--- src/rtl/ysyx_23060124_pipe_stage_buf.sv ---
// ysyx_23060124_pipe_stage_buf: valid/ready pipeline stage register with optional skid entry, flush and hold
module ysyx_23060124_pipe_stage_buf #(
    parameter int DATA_W      = 32,
    parameter int SKID        = 0,
    parameter int ZERO_BUBBLE = 1
) (
    input  logic              clock,
    input  logic              reset,
    input  logic              i_flush,
    input  logic              i_hold,
    input  logic              i_pre_valid,
    output logic              o_pre_ready,
    input  logic [DATA_W-1:0] i_data,
    output logic              o_post_valid,
    input  logic              i_post_ready,
    output logic [DATA_W-1:0] o_data,
    output logic [1:0]        o_count
);
    logic              main_v, skid_v, acc, pop, main_load, skid_load, move, main_v_n, skid_v_n;
    logic [DATA_W-1:0] main_d, skid_d, main_d_n;
    always_comb begin
        o_pre_ready = !i_flush && !i_hold && ((SKID != 0) ? !skid_v : (!main_v || i_post_ready));
        acc         = i_pre_valid && o_pre_ready;
        pop         = main_v && i_post_ready;
        main_load   = acc && (!main_v || pop);
        skid_load   = (SKID != 0) && acc && main_v && !pop;
        move        = (SKID != 0) && skid_v && pop && !i_flush;
        main_v_n    = !i_flush && ((main_v && !pop) || main_load || move);
        skid_v_n    = !i_flush && ((skid_v && !pop) || skid_load);
        // an emptied main register is zeroed so downstream decodes a NOP
        main_d_n    = ((ZERO_BUBBLE != 0) && !main_v_n) ? '0 : main_load ? i_data : move ? skid_d : main_d;
        o_post_valid = main_v;
        o_data       = ((ZERO_BUBBLE != 0) && !main_v) ? '0 : main_d;
        o_count      = {1'b0, main_v} + {1'b0, skid_v};
    end
    always_ff @(posedge clock or posedge reset) begin
        if (reset) begin
            main_v <= 1'b0;
            skid_v <= 1'b0;
            main_d <= '0;
            skid_d <= '0;
        end else begin
            main_v <= main_v_n;
            skid_v <= skid_v_n;
            main_d <= main_d_n;
            skid_d <= skid_load ? i_data : skid_d;
        end
    end
endmodule
--- config.mk ---
export PLATFORM = sky130hd
export DESIGN_NAME = ysyx_23060124_pipe_stage_buf
export DESIGN_NICKNAME = d
export VERILOG_FILES = /design/src/rtl/ysyx_23060124_pipe_stage_buf.sv
export SDC_FILE = /design/constraint.sdc
export NUM_CORES = 1
export LEC_CHECK = 0
export BUFFER_PORTS_ARGS = -buffer_cell sky130_fd_sc_hd__buf_2
export CAP_MARGIN = 10
export CORE_ASPECT_RATIO = 1.5
export CORE_MARGIN = 1.5
export CORE_UTILIZATION = 40
export CTS_CLUSTER_SIZE = 10
export DETAILED_ROUTE_END_ITERATION = 6
export GPL_TIMING_DRIVEN = 0
export PLACE_DENSITY = 0.81
export SLEW_MARGIN = 20
export SYNTH_ARGS = -nofsm -noshare
export SYNTH_HDL_FRONTEND = slang
export SYNTH_SLANG_ARGS = --single-unit
--- constraint.sdc ---
create_clock -name clock -period 2.4 [get_ports clock]
set_input_delay 0.36 -clock clock [delete_from_list [all_inputs] [get_ports clock]]
set_output_delay 0.36 -clock clock [all_outputs]
set_load 0.01 [all_outputs]
### Word-level counts from Yosys, hierarchy flattened

Index checks and enable logic that the tools add are counted.
Widths: inputs -> output; s select.

| storage, ports and cells | value |
|---|---|
| flip-flop bits (word level) | 34 |
| output and inout port bits | 36 |

| cells by class | value |
|---|---|
| add/sub/neg operators | 1 |
| mux-type cells | 3 |
| reductions and logical operators | 16 |
| eq/ne operators | 1 |

Operator list:

| kind | number |
|---|---|
| $mux 32 | 3 |
| $logic_and 1x1->1 | 9 |
| $logic_not 1->1 | 4 |
| $logic_or 1x1->1 | 3 |
| $add 1x1->2 | 1 |
| $ne 2x2->1 const B | 1 |

### Logic depth before layout (Yosys ltp)

| depth | value |
|---|---|
| depth after elaboration | 8 |
| depth in mapped cells | 4 |
| gate-level depth less buffers | 2 |

### Least setup slack after synthesis

No wires, ideal clock.

| timing | value |
|---|---|
| path type | reg-to-output |
| start | reg main_v, in the netlist o_post_valid |
| end | out o_pre_ready |
| arrival | 1170 ps |
| cell stages (with the launch flop) | 5 |
| setup slack | 870 ps |
| required time | 2040 ps |
| cell sequence | dfrtp_1 > nand2b_1 > buf_2 > buf_6 > nor3b_1 |

| between the ends | value |
|---|---|
| word-level cells in the longest chain between the ends | 3 |

Ends and longest elaborated chain:

| what | RTL line | source |
|---|---|---|
| start: declaration | 19 | `logic main_v, skid_v, acc, pop, main_load, skid_load, move, main_v_n, skid_v_n;` |
| start signal: assignment | 43 | `main_v <= main_v_n;` |
| $logic_not 1->1 | -- |  |
| $logic_or 1x1->1 | 22 | `o_pre_ready = !i_flush && !i_hold && ((SKID != 0) ? !skid_v : (!main_v \|\| i_post_ready));` |
| $logic_and 1x1->1 | 22 |  |
| end: declaration | 12 | `output logic o_pre_ready,` |

Every way passes these cells.

### Worst setup path in the final report

Ends and elaborated chain as after synthesis.

==> impl_metrics.yaml <==
outcome:
  outcome: "finished clean"
routing:
  drc: 0
  wirelength_um: 3458
  via_per_inst: 5.283
  drt_iter0_drc: 24
  ant_nets: 0
  post_drt_wl_per_cell_um: 14.17
  drtPass1Iterations: 4
  num_vias: 1289
finish:
  nFillCells: 346
  areaGrowthSynthToFinish_pct: 33.54
  final_util_pct: 56.70
  nets: 239
  antenna_cells: 0
  drive_gt1_share_pct: 48.26
sta:
  setup_violations: 0
  setup_tns_ps: 0
  relSlewSlack_pct: 53.05
  fin_crit_sh_pct: 78.87
  tightest_slew_ps: 703.2
  fin_skew_ps: 3.528
  period_needed_ps: 1893
  slew_violations: 0
  rsz0062_at_grt: "no"
  fmax_mhz: 528.3
  hold_viol: 0
grt:
  grt_max_degree: 35
  grt_pass1_wl_um: 5533
  grt_pass1_vias: 1287
  grt_use_total_pct: 17.56
  grt-ovfl-total: 0
  antenna_found_initial: 0
clocking:
  cts_tree: "built"
  ctsResizeCount: 0
  cts_root_buf: "clkbuf_8"
  clk_latency_ps: 280
  htree_levels: 2
  cts_buffers: 5
  max-clock-path-buffers: 2
  path_clk_slew_ps: 70
  cts_setup_buffers: 0
  postCtsHoldBufs: 0
  clock-sinks: 34
floorplanning:
  start_util_pct: 42.46
  coreArea_um2: 3716
  fp.dieW_um: 54.28
  dieArea_um2: 4338
  ios: 74
  die_h_um: 79.92
  fp-row-count: 27
place:
  io_buffers: 73
  post-dp-hpwl_um: 2603
  finalWeightedCongestion: 0.7169
setup_path:
  critPathCaptureType: "output port"
  cpMostUsedCell: "buf_2"
  cp-start-kind: "register"
  worstPathMaxFanout: 10
  startpoint: "o_post_valid$_DFF_PP0_"
  cp_slowest_cell: "dfrtp_1"
  r2r_cells: 3
  critPathMaxStageDelay_ps: 470
  crit-reg2reg-launch: "o_post_valid$_DFF_PP0_"
  cp.depth: 5
  path_buf_inv: 3
  reg2reg_slack_ps: 1090
  crit_end: "o_pre_ready"
  crit_type: "reg -> out"
  crit-reg2reg-capture: "main_d[28]$_DFFE_PP0P_"
  crit_family: "buffers and inverters"
  required_ps: 2040
  cp_cell_sequence: "nand2b_1, buf_2, buf_6, nor3b_1, buf_2"
  cp_data_arrival_time_ps: 1530
logic_synthesis:
  yosysWarnings: 0
  yosysSeqAreaShare_pct: 53.93
  synth_compound_area_share_pct: 20.78
  yosys.area_share.xor_xnor_pct: 0
  avgSynthCellArea_um2: 13.15
  synth_mux_area_share_pct: 0
  synth_cell_types: 14
  syn_area_um2: 1578
  yosys_register_bits: 34
  synthAdderAreaFrac_pct: 0.7930
  syn_nets: 159
  synthCells: 120
  synthSimpleGateAreaFrac_pct: 16.57
  synth_top_family_by_area: "compound AO/OA/AOI/OAI gates"
worst_hold_path:
  hold_path_class: "in -> async"
pwr:
  peakVddDrop_uv: 442.5
  cellLeakagePower_nw: 1.120
  powerDensity_nw_per_um2: 566.9
flow_run:
  drv_cap: 0
==> routing by layer <==
layer  wire length (um)  GRT usage, %  up-vias
met5                  0             0        -
met2               1888         30.60       47
li1                   -             -      615
met1               1373         19.58      625
met4                 19         5.750        0
met3                178         5.243        2
==> logic make-up (layout without fill, tap and decap cells) <==
logic type,count (synthesis),count (layout)
AOI/OAI and AO/OA,33,33
buffers and inverters,15,96
DFF,34,34
and+or+nand+nor,37,37
adders and majority gates,1,1
==> cells in the final DEF (no fill, tap or decap), drive strengths merged <==
| cell type | count |
|---|---|
| buf | 83 |
| dfrtp | 34 |
| a32o | 32 |
| and2 | 32 |
| clkbuf | 11 |
| nor3b | 3 |
| inv | 2 |
| nand2b | 1 |
| or2 | 1 |
| a211oi | 1 |
| ha | 1 |
==> cell type report <==
class / count / area [um^2] / share of cell area (%)
timing repair buffer: 73 / 365.4 / 17.34
inverter: 2 / 7.507 / 0.3563
multi-input combinational: 71 / 601.8 / 28.56
sequential: 34 / 850.8 / 40.38
clock buffer: 8 / 110.1 / 5.226
buffer: 13 / 117.6 / 5.582
tap: 43 / 53.80 / 2.553
==> Yosys cell counts <==
library cell	count	area share, %
dfrtp_1	34	54
a32o_1	32	20
and2_1	29	11
buf_6	9	6.4
and2_2	3	1.4
clkbuf_1	3	0.71
inv_1	2	0.48
nor3b_4	2	2.4
a211oi_1	1	0.48
buf_2	1	0.32
ha_1	1	0.79
nand2b_1	1	0.40
nor3b_1	1	0.48
or2_1	1	0.40
==> stage by stage <==
| step | std cells | hold WS (ps) | setup slack, ps | total power (W) | cell area, um^2 |
|---|---|---|---|---|---|
| 2_1_floorplan | 120 | 426.8 | 869.7 | 0.0006684 | 1578 |
| 3_3_place_gp | 236 | 465.8 | 783.8 | 0.0007227 | 1997 |
| 3_5_place_dp | 236 | 473.2 | 774.0 | 0.0007254 | 1997 |
| 4_1_cts | 244 | 208.0 | 474.3 | 0.001217 | 2107 |
| 5_1_grt | 244 | 234.8 | 353.6 | 0.001252 | 2107 |
| 6_report | 244 | 187.5 | 507.2 | 0.001194 | 2107 |
==> worst reg2reg max path: cells and delay by family, from the launching register on <==
kind                   cells  cell delay (ps)
and+or+nand+nor            1              410
buffers and inverters      1              200
AOI/OAI and AO/OA          1              140
DFF                        1              500
==> registers in the layout, indices dropped and copies added (netlist names) <==
name and flops:
o_post_valid 1, main_d 32, skid_v 1
==> power breakdown <==
part	total, W	switching [W]	internal [W]
registers	0.000597	0.00000862	0.000589
clock network	0.000483	0.000193	0.000289
logic	0.000114	0.0000584	0.0000560
total	0.00119	0.000260	0.000934
==> worst min path at each step <==
stage,startpoint,end,cells after the start
3_5_place_dp,main_d[12]$_DFFE_PP0P_,main_d[12]$_DFFE_PP0P_,1
3_3_place_gp,main_d[30]$_DFFE_PP0P_,main_d[30]$_DFFE_PP0P_,1
6_report,reset,main_d[6]$_DFFE_PP0P_,2
5_1_grt,reset,main_d[11]$_DFFE_PP0P_,2
2_1_floorplan,i_flush,skid_v$_DFF_PP0_,1
4_1_cts,reset,main_d[6]$_DFFE_PP0P_,2
(Power assumes the default switching activity.)
